[src/rtl/systolic_feeder.sv]
// systolic_feeder: edge driver for a SIZE x SIZE weight-stationary systolic array.
// Buffers one weight tile and one activation tile written by the host. On Start it
// shifts the weight rows down the columns (bottom row first), then streams the
// activation vectors into the rows with a diagonal skew and zero fill/drain.
//
// Ports:
//   clk, rst_n                     clock, asynchronous active-low reset
//   W_wr_en/W_wr_addr/W_wr_data    weight row write (ignored while Busy)
//   A_wr_en/A_wr_addr/A_wr_data    activation vector write (ignored while Busy)
//   Start, Num_Vec, Reuse_W        tile launch, vector count (clamped), skip weight load
//   Weight_out, Weight_out_valid   top edge of the array
//   Activation_out                 left edge of the array, row i in bits [8i+7:8i]
//   Busy, Done                     not-idle flag, one-cycle completion pulse
// SIZE must be at least 2.
module systolic_feeder #(
  parameter int unsigned SIZE  = 8,
  parameter int unsigned DEPTH = 16
) (
  input  logic                       clk,
  input  logic                       rst_n,
  input  logic                       W_wr_en,
  input  logic [$clog2(SIZE)-1:0]    W_wr_addr,
  input  logic [8*SIZE-1:0]          W_wr_data,
  input  logic                       A_wr_en,
  input  logic [$clog2(DEPTH)-1:0]   A_wr_addr,
  input  logic [8*SIZE-1:0]          A_wr_data,
  input  logic                       Start,
  input  logic [$clog2(DEPTH+1)-1:0] Num_Vec,
  input  logic                       Reuse_W,
  output logic [8*SIZE-1:0]          Weight_out,
  output logic                       Weight_out_valid,
  output logic [8*SIZE-1:0]          Activation_out,
  output logic                       Busy,
  output logic                       Done
);

  localparam int unsigned WAddrW  = $clog2(SIZE);
  localparam int unsigned AAddrW  = $clog2(DEPTH);
  localparam int unsigned NumVecW = $clog2(DEPTH + 1);
  localparam int unsigned CntW    = $clog2(DEPTH + SIZE + 1);

  typedef enum logic [2:0] {StIdle, StLoadW, StStream, StDrain, StDone} state_e;

  state_e               state_q, state_d;
  logic [CntW-1:0]      cnt_q, cnt_d;
  logic [NumVecW-1:0]   num_vec_q, num_vec_d;
  logic [NumVecW-1:0]   nv_clamped;
  logic [CntW-1:0]      stream_last;

  logic [8*SIZE-1:0]    weight_out_q, weight_out_d;
  logic                 valid_q, valid_d;
  logic                 busy_q, busy_d;
  logic                 done_q, done_d;
  logic [8*SIZE-1:0]    feed_d;
  logic [WAddrW-1:0]    w_idx;

  logic [8*SIZE-1:0]    w_buf [SIZE];
  logic [8*SIZE-1:0]    a_buf [DEPTH];

  // Buffers are not reset; writes are only honoured while idle.
  always_ff @(posedge clk) begin
    if (W_wr_en && !busy_q) w_buf[W_wr_addr] <= W_wr_data;
    if (A_wr_en && !busy_q) a_buf[A_wr_addr] <= A_wr_data;
  end

  assign nv_clamped  = (Num_Vec > NumVecW'(DEPTH)) ? NumVecW'(DEPTH) : Num_Vec;
  // STREAM runs Num_Vec + SIZE - 1 cycles, so its last count is Num_Vec + SIZE - 2.
  assign stream_last = CntW'(num_vec_q) + CntW'(SIZE - 2);

  always_comb begin
    state_d   = state_q;
    cnt_d     = cnt_q;
    num_vec_d = num_vec_q;
    case (state_q)
      StIdle: begin
        if (Start) begin
          num_vec_d = nv_clamped;
          cnt_d     = '0;
          if (!Reuse_W)              state_d = StLoadW;
          else if (nv_clamped == '0) state_d = StDone;
          else                       state_d = StStream;
        end
      end
      StLoadW: begin
        if (cnt_q == CntW'(SIZE - 1)) begin
          cnt_d   = '0;
          state_d = (num_vec_q == '0) ? StDone : StStream;
        end else begin
          cnt_d = cnt_q + 1'b1;
        end
      end
      StStream: begin
        if (cnt_q == stream_last) begin
          cnt_d   = '0;
          state_d = StDrain;
        end else begin
          cnt_d = cnt_q + 1'b1;
        end
      end
      StDrain: begin
        if (cnt_q == CntW'(SIZE - 1)) begin
          cnt_d   = '0;
          state_d = StDone;
        end else begin
          cnt_d = cnt_q + 1'b1;
        end
      end
      StDone: begin
        cnt_d   = '0;
        state_d = StIdle;
      end
      default: state_d = StIdle;
    endcase
  end

  // Outputs are registered from the next state so they line up with the state they describe.
  always_comb begin
    w_idx        = WAddrW'(SIZE - 1) - cnt_d[WAddrW-1:0];
    weight_out_d = (state_d == StLoadW) ? w_buf[w_idx] : '0;
    valid_d      = (state_d == StLoadW);
    busy_d       = (state_d != StIdle);
    done_d       = (state_d == StDone);
    // One buffer read per cycle; the per-row delay lines below provide the skew.
    feed_d       = '0;
    if (state_d == StStream && cnt_d < CntW'(num_vec_d)) begin
      feed_d = a_buf[cnt_d[AAddrW-1:0]];
    end
  end

  always_ff @(posedge clk or negedge rst_n) begin
    if (!rst_n) begin
      state_q      <= StIdle;
      cnt_q        <= '0;
      num_vec_q    <= '0;
      weight_out_q <= '0;
      valid_q      <= 1'b0;
      busy_q       <= 1'b0;
      done_q       <= 1'b0;
    end else begin
      state_q      <= state_d;
      cnt_q        <= cnt_d;
      num_vec_q    <= num_vec_d;
      weight_out_q <= weight_out_d;
      valid_q      <= valid_d;
      busy_q       <= busy_d;
      done_q       <= done_d;
    end
  end

  // Row i sees the feed i cycles late through a chain of i+1 registers (the last is the output).
  // Zero feed outside STREAM flushes the chains, so DRAIN presents zeros.
  for (genvar i = 0; i < SIZE; i++) begin : g_row
    logic [7:0] dly_q [i+1];
    logic [7:0] dly_d [i+1];

    always_comb begin
      dly_d[0] = feed_d[8*i +: 8];
      for (int k = 1; k <= i; k++) begin
        dly_d[k] = dly_q[k-1];
      end
    end

    always_ff @(posedge clk or negedge rst_n) begin
      if (!rst_n) begin
        for (int k = 0; k <= i; k++) begin
          dly_q[k] <= '0;
        end
      end else begin
        dly_q <= dly_d;
      end
    end

    assign Activation_out[8*i +: 8] = dly_q[i];
  end

  assign Weight_out       = weight_out_q;
  assign Weight_out_valid = valid_q;
  assign Busy             = busy_q;
  assign Done             = done_q;

endmodule

[config.mk]
export PLATFORM = sky130hd
export DESIGN_NAME = systolic_feeder
export DESIGN_NICKNAME = d
export VERILOG_FILES = /design/src/rtl/systolic_feeder.sv
export SDC_FILE = /design/constraint.sdc
export NUM_CORES = 2
export LEC_CHECK = 0
export ABC_AREA = 1
export CAP_MARGIN = 20
export CORE_UTILIZATION = 45
export CTS_BUF_LIST = sky130_fd_sc_hd__clkbuf_16
export CTS_CLUSTER_SIZE = 10
export DETAILED_ROUTE_END_ITERATION = 8
export HOLD_SLACK_MARGIN = 0.05
export MAX_ROUTING_LAYER = met4
export SYNTH_ARGS = -nofsm -noshare
export SYNTH_HDL_FRONTEND = slang
export SYNTH_SLANG_ARGS = --single-unit
[constraint.sdc]
create_clock -name clk -period 5.8 [get_ports clk]
set_input_delay 0.87 -clock clk [delete_from_list [all_inputs] [get_ports clk]]
set_output_delay 0.87 -clock clk [all_outputs]
set_load 0.02 [all_outputs]
==> metrics.md <==
| Metric | Value |
|---|---|
| Setup violations, final | 0 |
| Fin nets | 5995 |
| Synthesized area per cell | between 10 and 15 µm² |
| Total wire length | 180000 µm |
| Die Wd | roughly 400 µm |
| Gr usage total | 0.231 |
| CP Class | flop to flop |
| Min-delay src | g_row[7].dly_d[43] |
| Clk sinks | 1904 |
| Register area share after synthesis | 0.773 |
| Final period util | 0.734 |
| Final Hold Vio Count | 0 |
| Worst-case clock skew | between 20 and 30 ps |
| CTS Buffer Depth | 3 |
| Number of flops mapped to enable cells by yosys | around 1500 |
| Inst Count DP | 7700 |
| Post-CTS sizing | 0 |
| Minimum hold slack | between 300 and 400 ps |
| Synth top area cells | edfxtp_1 64%, dfrtp_1 13%, nand3_1 7.0% |
| Vias in the first global route | 43200 |
| CORE AREA | around 0.16 mm² |
| Initial antenna violation count | 28 |
| Hold endpoint | g_row[7].dly_d[35] |
| Pin count of the biggest net entering global routing | just under 200 |
| Area of the multi-input gates | ~0.015 mm² |
| Netlist cell types | 33 |
| Setup TNS | 0 ps |
| # fillers | 13300 |
| R2R Setup Slk | 1540 ps |
| WP buf/inv | 4 |
| Most common cell after layout, fill and taps aside | edfxtp_1 |
| Capturing point of the worst reg2reg path | g_row[2].dly_d[11] |
| CTS buffer count | 212 |
| Post-Route Utilization | 0.525 |
| MaxCap Viol Count | 0 |
| FF-to-FF Start | num_vec_q[1] |
| Critical path's largest stage delay | 720 ps |
| Post-DP HPWL | 86200 µm |
| Layout area overhead | 15.9% |
| DR WL/cell | approximately 22 µm |
| Post-synth top area share | 0.644 |
| Slew Limit Fails | 0 |
| Crit-path cells | inv_1 > ha_1 > inv_1 > nand2_1 > nand2_1 > nand3_1 > nor2_1 > nand2_1 > nand2_1 > nand2_2 > nand2_8 > nand2_8 > inv_16 > nand2_1 > nand4_1 > nand2_1 > nor2_4 > buf_4 > nand2_1 > nor2_1 |
| Die Area | between 0.15 and 0.2 mm² |
| Sequential cell area | ~0.055 mm² |
| WP data arrival | 5000 ps |
| Dominant synthesized flop cell | edfxtp_1 |
| Cell Area, Synth | around 0.072 mm² |
| DR iter-0 viols | about 4000 |
| Hold Path Depth | 0 |
| Crit end category | flop |
| HP Class | flop to flop |
| Layout cell share with drive strength beyond 1 | 0.0590 |
| Ys async rst share | 0.193 |
| Slew HR | 0.268 |
| H-tree depth | 4 |
| Post-DRT Antenna Nets | 0 |
| Root Buffer | clkbuf_16 |
| Io pins | approximately 280 |
| CP required | 6550 ps |
| Startpoint type of the worst setup path | flop |
| Seq cells post-synth | between 1500 and 2000 |
| GP Congestion | ~0.76 |
| Cell count after synthesis | 5616 |
| Non-filler cells, final | just over 8000 |
| Status | complete, no violations |
| Detailed Routing Iterations Pass 1 | 5 |
| Max Clk Rate | about 240 MHz |
| Worst skew pair latency | 840 ps |
| Crit path max-delay family | simple AND/OR/NAND/NOR gates |
| First-pass GRT wire length | between 200000 and 300000 µm |
| Cell row count | ~150 |
| PD cells | around 520 mW/mm² |
| # Post-CTS Setup Buffers | 0 |
| DR vias/cell | 5.41 |
| I/O Buffers | around 280 |
| Residual DRC count | 0 |
| P_leak | about 31 nW |
| Slowest cell on the critical path | inv_16 |
| Cells on worst reg2reg path | 20 |
| Tmin final | roughly 4300 ps |
| Peak supply drop | 0.889 mV |
| Yosys top cell by area | edfxtp_1 |
| DIE HEIGHT | between 400 and 500 µm |
| Grt ovf | 0 |
| Yosys warns | 0 |
| Crit-path most repeated cell | nand2_1 |
| Worst-margin pin slew | between 1000 and 1500 ps |
| CTS tree | built |
| Starting Density | 0.453 |
| Most frequent cells in the layout | 1536 x edfxtp_1, 1066 x nand2_1, 1004 x nand3_1 |
| Via count | around 44000 |
| RSZ-0062 raised after global routing | no |
| Syn nets | 5768 |
| Clk pin slew, worst setup/hold paths | roughly 60 ps |
| Crit Path Max Fanout | 180 |
[Yosys cell counts (5+ instances only)]
cell type / n
a21oi_1: 166
a22oi_1: 5
buf_1: 35
buf_2: 187
buf_4: 36
clkbuf_1: 87
dfrtp_1: 368
edfxtp_1: 1536
ha_1: 6
inv_1: 58
nand2_1: 1067
nand3_1: 1004
nand3b_1: 5
nor2_1: 773
o21ai_0: 187
o21ai_1: 71
[metrics by stage]
step | cell area (µm²) | setup slack (ps) | power, W
2_1_floorplan | 71600 | 1400 | 0.0268
3_3_place_gp | 76600 | 1250 | 0.0311
3_5_place_dp | 76600 | 1280 | 0.0313
4_1_cts | 82900 | 1550 | 0.0432
5_1_grt | 83000 | 1180 | 0.0455
6_report | 83000 | 1540 | 0.0429
[worst max-delay path by stage]
stage | from | to | slack, ps | depth (start not counted)
finish | num_vec_q[1] | g_row[2].dly_d[11] | 1540 | 20
CTS | num_vec_q[1] | g_row[2].dly_d[11] | 1550 | 20
detailed placement | Start | g_row[2].dly_d[11] | 1280 | 12
floorplan | A_wr_en | a_buf[10][0] | 1400 | 4
global placement | Start | g_row[3].dly_d[17] | 1250 | 12
global route | num_vec_q[1] | g_row[4].dly_d[24] | 1180 | 20
[worst register-to-register path, delay by kind of cell, from the launching register on]
family | cells | cell delay (ps)
flops | 1 | 410
fa+ha+maj | 1 | 310
buf+inv | 4 | 1300
simple gates | 15 | 2170
[routing by layer]
layer / global-route usage / wire [µm] / up-vias
met5: - / 0 / -
met1: 0.303 / 76300 / 21900
met2: 0.370 / 87800 / 1478
met4: 0.0612 / 3820 / 0
li1: - / - / 20200
met3: 0.0424 / 12000 / 297
[final cells by class]
class,instances,area share
sequential,1904,0.667
multi-input combinational,3304,0.176
clock buffer,216,0.0651
timing repair buffer,361,0.0463
tap,2072,0.0312
clock inverter,188,0.0108
inverter,60,0.00302
antenna,22,0.000663
[report_power, final]
part / leakage (nW) / internal, W / switching [W]
clock: 3.67 / 0.00669 / 0.00524
combinational: 8.51 / 0.00445 / 0.0105
sequential: 18.8 / 0.0156 / 0.000314
total: 31.0 / 0.0268 / 0.0161
[sequential cells by signal (all words and copies together) (netlist names), 3 cells and up]
signal,cells
g_row.dly_q,8
state_q,3
num_vec_q,5
w_buf,512
cnt_q,5
g_row.dly_d,224
Activation_out,56
a_buf,1024
Weight_out,64
[what timing repair did]
action                                  in CTS  in global routing
hold endpoints to repair                    51                  0
endpoints found under the setup margin       0                  0
hold buffers                                 1                  0
[cell families (layout without fill, tap and decap cells)]
kind of cell / Yosys count / after routing / share of synthesized area
other: 0 / 22 / 0
AOI/OAI and AO/OA: 434 / 434 / 0.0307
DFF: 1904 / 1904 / 0.773
and+or+nand+nor: 2861 / 2861 / 0.168
xor gates and xnor gates: 3 / 3 / 0.000367
buffers and inverters: 408 / 825 / 0.0269
adders and majority gates: 6 / 6 / 0.00105
Note: power is estimated with default switching activity, not from simulation.
